File: src/rtl/uart_boot_loader_if.sv
// UART receive handshake and BRAM port B bundle shared by the boot loader.
// master: boot loader side (consumes UART bytes, drives port B).
// slave:  UART / BRAM side.
interface uart_boot_loader_if #(
  parameter int ADDR_W = 11
);
  logic [7:0]        rx_data;
  logic              rx_valid;
  logic              rx_re;
  logic [3:0]        bram_web;
  logic [ADDR_W-1:0] bram_addrb;
  logic [31:0]       bram_dinb;

  modport master (
    input  rx_data, rx_valid,
    output rx_re, bram_web, bram_addrb, bram_dinb
  );

  modport slave (
    output rx_data, rx_valid,
    input  rx_re, bram_web, bram_addrb, bram_dinb
  );
endinterface

File: src/rtl/uart_boot_loader.sv
// UART boot loader: holds the core in reset, downloads a length-prefixed
// little-endian word image over UART into BRAM port B, then releases the
// core and hands port B to it. Optional trailing XOR checksum byte is
// enabled by defining BOOT_CHECKSUM_EN.
//
// state     | meaning
// WAIT_HDR0 | waiting for count[7:0]; timeout boots the preloaded image
// WAIT_HDR1 | waiting for count[15:8]; validates the count
// RECV      | assembling the next 32-bit word, byte 0 first
// WRITE     | one-cycle port B write of the assembled word
// CHK       | waiting for the XOR checksum byte (BOOT_CHECKSUM_EN only)
// RUN       | core released, port B passed through from the core
// ERROR     | transfer failed, core held until reset
module uart_boot_loader #(
  parameter int ADDR_W         = 11,
  parameter int WORD_COUNT_MAX = 2048,
  parameter int TIMEOUT_CYCLES = 1000000
) (
  input  logic               clk,
  input  logic               rst,
  uart_boot_loader_if.master bus,
  input  logic               cpu_mem_we,
  input  logic [ADDR_W-1:0]  cpu_addr,
  input  logic [31:0]        cpu_wdata,
  output logic               cpu_hold,
  output logic               boot_busy,
  output logic               boot_done,
  output logic               boot_error,
  output logic [15:0]        words_loaded
);

  localparam int              TMR_W      = $clog2(TIMEOUT_CYCLES + 1);
  localparam logic [TMR_W-1:0] TMR_RELOAD = TMR_W'(TIMEOUT_CYCLES - 1);
  localparam logic [15:0]     COUNT_MAX  = 16'(WORD_COUNT_MAX);

  typedef enum logic [2:0] {
    WAIT_HDR0 = 3'd0,
    WAIT_HDR1 = 3'd1,
    RECV      = 3'd2,
    WRITE     = 3'd3,
`ifdef BOOT_CHECKSUM_EN
    CHK       = 3'd4,
`endif
    RUN       = 3'd5,
    ERROR     = 3'd6
  } state_t;

  state_t            state;
  logic              rx_re_q;
  logic              rx_re_d;
  logic [TMR_W-1:0]  tmr;
  logic [15:0]       count_q;
  logic [1:0]        byte_idx;
  logic [23:0]       word_q;
  logic [3:0]        web_q;
  logic [ADDR_W-1:0] addr_q;
  logic [31:0]       din_q;
`ifdef BOOT_CHECKSUM_EN
  logic [7:0]        xor_q;
`endif

  logic        accept_en;
  logic        accept;
  logic        timeout;
  logic        run;
  logic [15:0] hdr_count;

  // WRITE never accepts in practice: it is always entered on an accept,
  // so the rx_re guard below already blocks it.
`ifdef BOOT_CHECKSUM_EN
  assign accept_en = (state == WAIT_HDR0) || (state == WAIT_HDR1) ||
                     (state == RECV) || (state == CHK);
`else
  assign accept_en = (state == WAIT_HDR0) || (state == WAIT_HDR1) ||
                     (state == RECV);
`endif

  // rx_valid may still read high around the consume pulse, so bytes are
  // ignored while rx_re is high and for one cycle after it.
  assign accept    = accept_en && bus.rx_valid && !rx_re_q && !rx_re_d;
  assign timeout   = (tmr == '0) && !accept;
  assign hdr_count = {bus.rx_data, count_q[7:0]};
  assign run       = (state == RUN);

  // Port B belongs to the core from the edge the FSM enters RUN.
  assign bus.rx_re      = rx_re_q;
  assign bus.bram_web   = run ? {4{cpu_mem_we}} : web_q;
  assign bus.bram_addrb = run ? cpu_addr : addr_q;
  assign bus.bram_dinb  = run ? cpu_wdata : din_q;

  // Consume pulse and its one-cycle history for the accept guard.
  always_ff @(posedge clk or negedge rst) begin
    if (!rst) begin
      rx_re_q <= 1'b0;
      rx_re_d <= 1'b0;
    end else begin
      rx_re_q <= accept;
      rx_re_d <= rx_re_q;
    end
  end

  // Inter-byte timeout down-counter, reloaded by every accepted byte.
  always_ff @(posedge clk or negedge rst) begin
    if (!rst) begin
      tmr <= TMR_RELOAD;
    end else if (accept) begin
      tmr <= TMR_RELOAD;
    end else if (tmr != '0) begin
      tmr <= tmr - TMR_W'(1);
    end
  end

  // Boot sequencing FSM with registered status and port B write outputs.
  always_ff @(posedge clk or negedge rst) begin
    if (!rst) begin
      state        <= WAIT_HDR0;
      cpu_hold     <= 1'b1;
      boot_busy    <= 1'b0;
      boot_done    <= 1'b0;
      boot_error   <= 1'b0;
      words_loaded <= '0;
      count_q      <= '0;
      byte_idx     <= '0;
      word_q       <= '0;
      web_q        <= '0;
      addr_q       <= '0;
      din_q        <= '0;
`ifdef BOOT_CHECKSUM_EN
      xor_q        <= '0;
`endif
    end else begin
      case (state)
        WAIT_HDR0: begin
          if (accept) begin
            count_q[7:0] <= bus.rx_data;
            boot_busy    <= 1'b1;
            state        <= WAIT_HDR1;
          end else if (timeout) begin
            cpu_hold <= 1'b0;
            state    <= RUN;
          end
        end
        WAIT_HDR1: begin
          if (accept) begin
            count_q[15:8] <= bus.rx_data;
            if (hdr_count == 16'd0) begin
              cpu_hold  <= 1'b0;
              boot_busy <= 1'b0;
              boot_done <= 1'b1;
              state     <= RUN;
            end else if (hdr_count > COUNT_MAX) begin
              boot_busy  <= 1'b0;
              boot_error <= 1'b1;
              state      <= ERROR;
            end else begin
              state <= RECV;
            end
          end else if (timeout) begin
            boot_busy  <= 1'b0;
            boot_error <= 1'b1;
            state      <= ERROR;
          end
        end
        RECV: begin
          if (accept) begin
            byte_idx <= byte_idx + 2'd1;
`ifdef BOOT_CHECKSUM_EN
            xor_q    <= xor_q ^ bus.rx_data;
`endif
            case (byte_idx)
              2'd0: word_q[7:0]   <= bus.rx_data;
              2'd1: word_q[15:8]  <= bus.rx_data;
              2'd2: word_q[23:16] <= bus.rx_data;
              default: begin
                din_q  <= {bus.rx_data, word_q};
                addr_q <= words_loaded[ADDR_W-1:0];
                web_q  <= 4'hF;
                state  <= WRITE;
              end
            endcase
          end else if (timeout) begin
            boot_busy  <= 1'b0;
            boot_error <= 1'b1;
            state      <= ERROR;
          end
        end
        WRITE: begin
          web_q        <= 4'h0;
          words_loaded <= words_loaded + 16'd1;
          if (words_loaded + 16'd1 == count_q) begin
`ifdef BOOT_CHECKSUM_EN
            state <= CHK;
`else
            cpu_hold  <= 1'b0;
            boot_busy <= 1'b0;
            boot_done <= 1'b1;
            state     <= RUN;
`endif
          end else begin
            state <= RECV;
          end
        end
`ifdef BOOT_CHECKSUM_EN
        CHK: begin
          if (accept) begin
            boot_busy <= 1'b0;
            if (bus.rx_data == xor_q) begin
              cpu_hold  <= 1'b0;
              boot_done <= 1'b1;
              state     <= RUN;
            end else begin
              boot_error <= 1'b1;
              state      <= ERROR;
            end
          end else if (timeout) begin
            boot_busy  <= 1'b0;
            boot_error <= 1'b1;
            state      <= ERROR;
          end
        end
`endif
        RUN:   state <= RUN;
        ERROR: state <= ERROR;
        default: begin
          boot_busy  <= 1'b0;
          boot_error <= 1'b1;
          state      <= ERROR;
        end
      endcase
    end
  end

endmodule

File: src/flat_wrapper.sv
// flat-port wrapper written by rule: the top's interface ports become plain ports
module uart_boot_loader_flat 
#(
  parameter int ADDR_W         = 11,
  parameter int WORD_COUNT_MAX = 2048,
  parameter int TIMEOUT_CYCLES = 1000000
)
  (clk, rst, cpu_mem_we, cpu_addr, cpu_wdata, cpu_hold, boot_busy, boot_done, boot_error, words_loaded, bus_rx_data, bus_rx_valid, bus_rx_re, bus_bram_web, bus_bram_addrb, bus_bram_dinb);
  uart_boot_loader_if #(.ADDR_W(ADDR_W)) bus_i ();
  input  logic clk;
  input  logic rst;
  input  logic cpu_mem_we;
  input  logic [ADDR_W-1:0] cpu_addr;
  input  logic [31:0] cpu_wdata;
  output logic cpu_hold;
  output logic boot_busy;
  output logic boot_done;
  output logic boot_error;
  output logic [15:0] words_loaded;
  input wire logic [$bits(bus_i.rx_data)-1:0] bus_rx_data;
  input wire logic [$bits(bus_i.rx_valid)-1:0] bus_rx_valid;
  output wire logic [$bits(bus_i.rx_re)-1:0] bus_rx_re;
  output wire logic [$bits(bus_i.bram_web)-1:0] bus_bram_web;
  output wire logic [$bits(bus_i.bram_addrb)-1:0] bus_bram_addrb;
  output wire logic [$bits(bus_i.bram_dinb)-1:0] bus_bram_dinb;
  assign bus_i.rx_data = bus_rx_data;
  assign bus_i.rx_valid = bus_rx_valid;
  assign bus_rx_re = bus_i.rx_re;
  assign bus_bram_web = bus_i.bram_web;
  assign bus_bram_addrb = bus_i.bram_addrb;
  assign bus_bram_dinb = bus_i.bram_dinb;
  uart_boot_loader #(.ADDR_W(ADDR_W), .WORD_COUNT_MAX(WORD_COUNT_MAX), .TIMEOUT_CYCLES(TIMEOUT_CYCLES)) u_core (.clk(clk), .rst(rst), .bus(bus_i), .cpu_mem_we(cpu_mem_we), .cpu_addr(cpu_addr), .cpu_wdata(cpu_wdata), .cpu_hold(cpu_hold), .boot_busy(boot_busy), .boot_done(boot_done), .boot_error(boot_error), .words_loaded(words_loaded));
endmodule
File: config.mk
export PLATFORM = sky130hd
export DESIGN_NAME = uart_boot_loader_flat
export DESIGN_NICKNAME = d
export VERILOG_FILES = /design/src/rtl/uart_boot_loader_if.sv /design/src/rtl/uart_boot_loader.sv /design/src/flat_wrapper.sv
export SDC_FILE = /design/constraint.sdc
export NUM_CORES = 1
export LEC_CHECK = 0
export ABC_AREA = 1
export BUFFER_PORTS_ARGS = -buffer_cell sky130_fd_sc_hd__buf_2
export CAP_MARGIN = 20
export CORE_AREA = 2 2 117 119
export DETAILED_ROUTE_END_ITERATION = 10
export DIE_AREA = 0 0 119 121
export PLACE_DENSITY = 0.82
export REMOVE_ABC_BUFFERS = 1
export SETUP_SLACK_MARGIN = 0.5
export SYNTH_ARGS = -nofsm -noshare
export SYNTH_HDL_FRONTEND = slang
export SYNTH_SLANG_ARGS = --single-unit
export TNS_END_PERCENT = 100
File: constraint.sdc
create_clock -name clk -period 5.4 [get_ports clk]
set_clock_uncertainty 0.05 [all_clocks]
set_input_delay 1.08 -clock clk [delete_from_list [all_inputs] [get_ports clk]]
set_output_delay 1.08 -clock clk [all_outputs]
set_load 0.05 [all_outputs]
# Word-level counts from Yosys, hierarchy flattened
# Cells that the tools add are included.
[op_classes] n_addsub=3 n_mul=0 n_div=0 order_cmp=1 eq_ne=22 shifts=0 mux=41 bitwise_logic=3 n_reduce_logical=34
[op_table] cell="two-way mux 20 bit" n=2
[op_table] cell="two-way mux 32 bit" n=1
[op_table] cell="two-way mux 3 bit" n=9
[op_table] cell="zero test 20 bit" n=1
[op_table] cell="nonzero test 20 bit" n=1
[op_table] cell="subtractor 20 x 1 -> 20 bit, second input constant" n=1
[op_table] cell="two-way mux 1 bit" n=19
[op_table] cell="adder 16 x 1 -> 16 bit, second input constant" n=1
[op_table] cell="equality test 16 bit" n=1
[op_table] cell="> comparator 16 x 12 -> 1 bit, second input constant" n=1
[op_table] cell="zero test 16 bit" n=1
[op_table] cell="case mux 3 bit (5 select lines)" n=1
[op_table] cell="AND reduction 3 bit" n=5
[op_table] cell="two-way mux 4 bit" n=3
[op_table] cell="two-way mux 11 bit" n=1
[op_table] cell="inequality test 2 x 1 -> 1 bit, second input constant" n=5
[op_table] cell="inequality test 3 bit, second input constant" n=3
[op_table] cell="inequality test 2 bit, second input constant" n=4
[op_table] cell="case mux 4 bit (2 select lines)" n=1
[op_table] cell="AND reduction 2 bit" n=4
[op_table] cell="AND reduction 4 bit" n=2
[op_table] cell="equality test 3 x 2 -> 1 bit, second input constant" n=2
[op_table] cell="equality test 3 bit, second input constant" n=2
[op_table] cell="case mux 1 bit (3 select lines)" n=2
[op_table] cell="21 further kinds" n=31
[totals] regBits=134 latch_bits=0 ram_bits=0 rom_bits=0 input_bits=55 output_inout_bits=68 wordCells=122 memories=0

# Logic depth before layout (Yosys ltp)
[logic_depth] word_depth=11 mapped_depth=16 ltp_nobuf=16

# Worst setup path after synthesis
# No wires, ideal clock.
[synth_timing] kind="register -> output" start="reg u_core.state[2]" end="out bus_bram_web[1]" arrival_ns=2.500 t_required_ns=4.270 path_slack_ns=1.770 path_stages_with_launch=7 n_path_buf=3 path_cell_list="dfrtp_1 buf_2 inv_1 nor2_1 clkbuf_1 o21ai_0 buf_4"
[synth_via] elab_chain_cells=2
[synth_rtl] item="from (decl)" line="uart_boot_loader.sv:48" rtl="state_t state;"
[synth_rtl] item="from (signal assigned)" line="uart_boot_loader.sv:116" rtl="state <= WAIT_HDR0;"
[synth_rtl] item="from (signal assigned)" line="uart_boot_loader.sv:137" rtl="state <= WAIT_HDR1;"
[synth_rtl] item="from (signal assigned)" line="uart_boot_loader.sv:140" rtl="state <= RUN;"
[synth_rtl] item="equality test 3 bit" line="uart_boot_loader.sv:83" rtl="assign run = (state == RUN);"
[synth_rtl] item="two-way mux 4 bit" line="uart_boot_loader.sv:87" rtl="assign bus.bram_web = run ? {4{cpu_mem_we}} : web_q;"
[synth_rtl] item="to (decl)" line="flat_wrapper.sv:23" rtl="output wire logic [$bits(bus_i.bram_web)-1:0] bus_bram_web;"
# Every way passes these cells.

# Worst setup path after layout
[layout_timing] start="reg u_core.state[2]" end="out bus_bram_dinb[23]"
[layout_via] elab_chain_cells=2
[layout_rtl] item="equality test 3 bit" line="uart_boot_loader.sv:83"
[layout_rtl] item="two-way mux 32 bit" line="uart_boot_loader.sv:89" rtl="assign bus.bram_dinb = run ? cpu_wdata : din_q;"
[layout_rtl] item="to (decl)" line="flat_wrapper.sv:25" rtl="output wire logic [$bits(bus_i.bram_dinb)-1:0] bus_bram_dinb;"
# Every way passes these cells.

==> metrics <==
Pleak=4.34 nW; initial drt markers=424; hold_buf cts=0; initial antenna violation count=0; # IOs=123; DR vias=6271; layout cells sized above 1=21.2%; gr usage total=24.0%; Cell Area, Synth=slightly below 7000 um2; Initial Utilization=52.4%; Final Power=~0.0043 W; worst setup margin=2.09 ns; sequential fraction of the synthesis area=48.1%; H-tree Lvls=4; Inst Count DP=1167; chip height=between 100 and 150 um; CORE AREA=about 13000 um2; Final HPWL DP=roughly 11000 um; top cells by instance count after synthesis=329 x nand2_1, 118 x dfrtp_1, 89 x o21ai_0, 84 x inv_1, 68 x nand3_1; worst vdd ir=0.356 mV; cell family with most CP delay=buffers and inverters; CTS Sinks=131; vias in the first global route=just under 6000; Area Overhead vs Synth=21.1%; most frequent cell after synthesis=nand2_1; Initial DRT Pass Iterations=5; CP endpoint kind=output pin; average cell area after synthesis=7.65 um2; post-cts sizing count=0; max_cap viols=0; status=complete, no violations; Crit Path Class=reg2out; Power per Cell Area=around 520 nW/um2; CP Buf/Inv Count=3; gpl congestion=roughly 0.9; max frequency=302 MHz; Synth area leaders=dfrtp_1 43%, nand2_1 18%, o21ai_0 6.5%; RSZ-0062 raised after global routing=no; CTS Buffer Depth=2; Reg clk slew, reported paths=0.06 ns; largest net degree at the start of global routing=81; Post-synth EDFFs=0; Worst Path Arrival=2.18 ns; Distinct cells, synth=34; Avg WL per Cell=13.6 um; critical path's largest stage delay=0.52 ns; share of the synthesized area in the top cell type=between 40 and 50%; Async SR Flop Fraction=between 90% and 100%; Die Wd=between 100 and 150 um; flop and latch count out of synthesis=around 130; Remaining DRCs=0; Non-Filler Instances=1201; crit-path cells=inv_1 -> nor2_4 -> inv_2 -> nand2_1 -> nand2_1 -> buf_2; fin nets=1074; Layout fillers=1093; Max-slew headroom=26.4%; Port Buffers=122; Yosys warning count=0; endpoints failing setup=0; CTS Buf Count=17; Yosys top cell by area=dfrtp_1; post-CTS setup buffer count=0; Most used DFF post-synth=dfrtp_1; Hold Violations, Final=0; Cells after Synth=~900; total negative slack=0 ns; Slew Limit Fails=0; most frequent CP cell=nand2_1; Slew @ Worst Pin=1.10 ns; row cnt=42; slowest CP cell=inv_2; Setup crit start kind=register; Clock Tree Root=clkbuf_16; Final ANT Viol Nets=0; Ant. Diodes=0; first-pass GRT wire length=27600 um; Vias/cell=5.22; post-layout min period=3.31 ns; crit share post-route=between 60% and 70%; die area=14400 um2; CP max FO=45; Worst Hold Class=in2async; Data required, critical path=~4.3 ns; Detailed Route WL=16400 um; worst skew pair latency=0.42 ns; CTS tree=done; Overflow after GRT=0; worst slack at placement=2.17 ns
-- registers in the layout, indices dropped and copies added, names as in the netlist, 2 cells and up --
signal,count
u_core.addr_q,11
u_core.byte_idx,2
u_core.count_q,16
u_core.din_q,32
u_core.state,3
u_core.tmr,20
u_core.word_q,24
u_core.words_loaded,16
-- worst reg2reg max path: stages (launching register included) --
cell	delay (ns)
dfrtp_1	0.55
ha_1	0.27
nand2_1	0.15
nor2_4	0.23
nand2_1	0.10
nand3_1	0.10
nand2_1	0.06
inv_1	0.04
nand2_1	0.06
nor2_1	0.08
nand3_1	0.10
nor2_1	0.18
nand3_1	0.18
nand3_1	0.15
nand2_1	0.06
inv_1	0.06
-- final cells by class --
class	instances	area, um2	area share (%)
Multi-Input combinational cell	649	3110	37.5
Timing Repair Buffer	127	683	8.23
Tap cell	176	220	2.65
Sequential cell	131	3290	39.7
Clock buffer	19	453	5.45
Clock inverter	13	218	2.62
Inverter	86	323	3.89
-- placed cells by master (no fill, tap or decap), types with 13 or more instances in the layout --
| cell | count |
|---|---|
| nand3_1 | 68 |
| mux2_2 | 23 |
| dfrtp_1 | 118 |
| nand2_1 | 329 |
| dfstp_2 | 13 |
| buf_2 | 121 |
| nand4_1 | 14 |
| o21ai_0 | 89 |
| inv_1 | 84 |
| nor2_1 | 49 |
| a21oi_1 | 15 |
| clkbuf_16 | 17 |
-- worst paths after layout --
check / end / slack (ns) / startpoint / cells past startpoint
hold / removal: u_core.word_q[10] / 0.38 / rst / 1
hold reg to reg: u_core.rx_re_d / 0.38 / u_core.bus.rx_re / 0
min in group clk: u_core.rx_re_d / 0.38 / u_core.bus.rx_re / 0
setup / recovery: bus_bram_dinb[23] / 2.09 / u_core.state[2] / 6
setup reg to reg: u_core.state[0] / 2.94 / u_core.words_loaded[0] / 15
max in group asynchronous: u_core.words_loaded[13] / 4.12 / rst / 2
-- kinds of logic (layout without fill, tap and decap cells) --
| family | Yosys count | count (layout) | synth area share [%] |
|---|---|---|---|
| fa+ha+maj | 7 | 7 | 1.28 |
| xor+xnor | 6 | 6 | 0.767 |
| mux | 24 | 24 | 3.94 |
| flops | 131 | 131 | 48.1 |
| simple gates | 499 | 499 | 30.7 |
| compound gates | 113 | 113 | 8.58 |
| buf+inv | 116 | 245 | 6.64 |
-- where the power goes --
part / switching [W] / internal [W] / leakage, nW / total, W
Clock: 0.000449 / 0.000852 / 0.322 / 0.00130
Sequential: 0.000211 / 0.00128 / 1.68 / 0.00149
Combinational: 0.00111 / 0.000448 / 2.34 / 0.00156
Total: 0.00177 / 0.00258 / 4.34 / 0.00435
-- layer usage --
metal | track usage, % | wire (um)
met5 | 0 | 0
met4 | 10.5 | 366
met2 | 38.6 | 7640
met1 | 31.8 | 7330
met3 | 4.65 | 1030
-- metrics by stage --
stage               utilization, %  hold WS, ns  cell area (um2)
global placement              58.0        0.367             7590
floorplan                        -        0.396             6720
finish                        63.5        0.380             8300
detailed placement            58.0        0.364             7590
CTS                           63.1        0.369             8260
global route                  63.5        0.365             8300
Note: power is estimated with default switching activity, not from simulation.
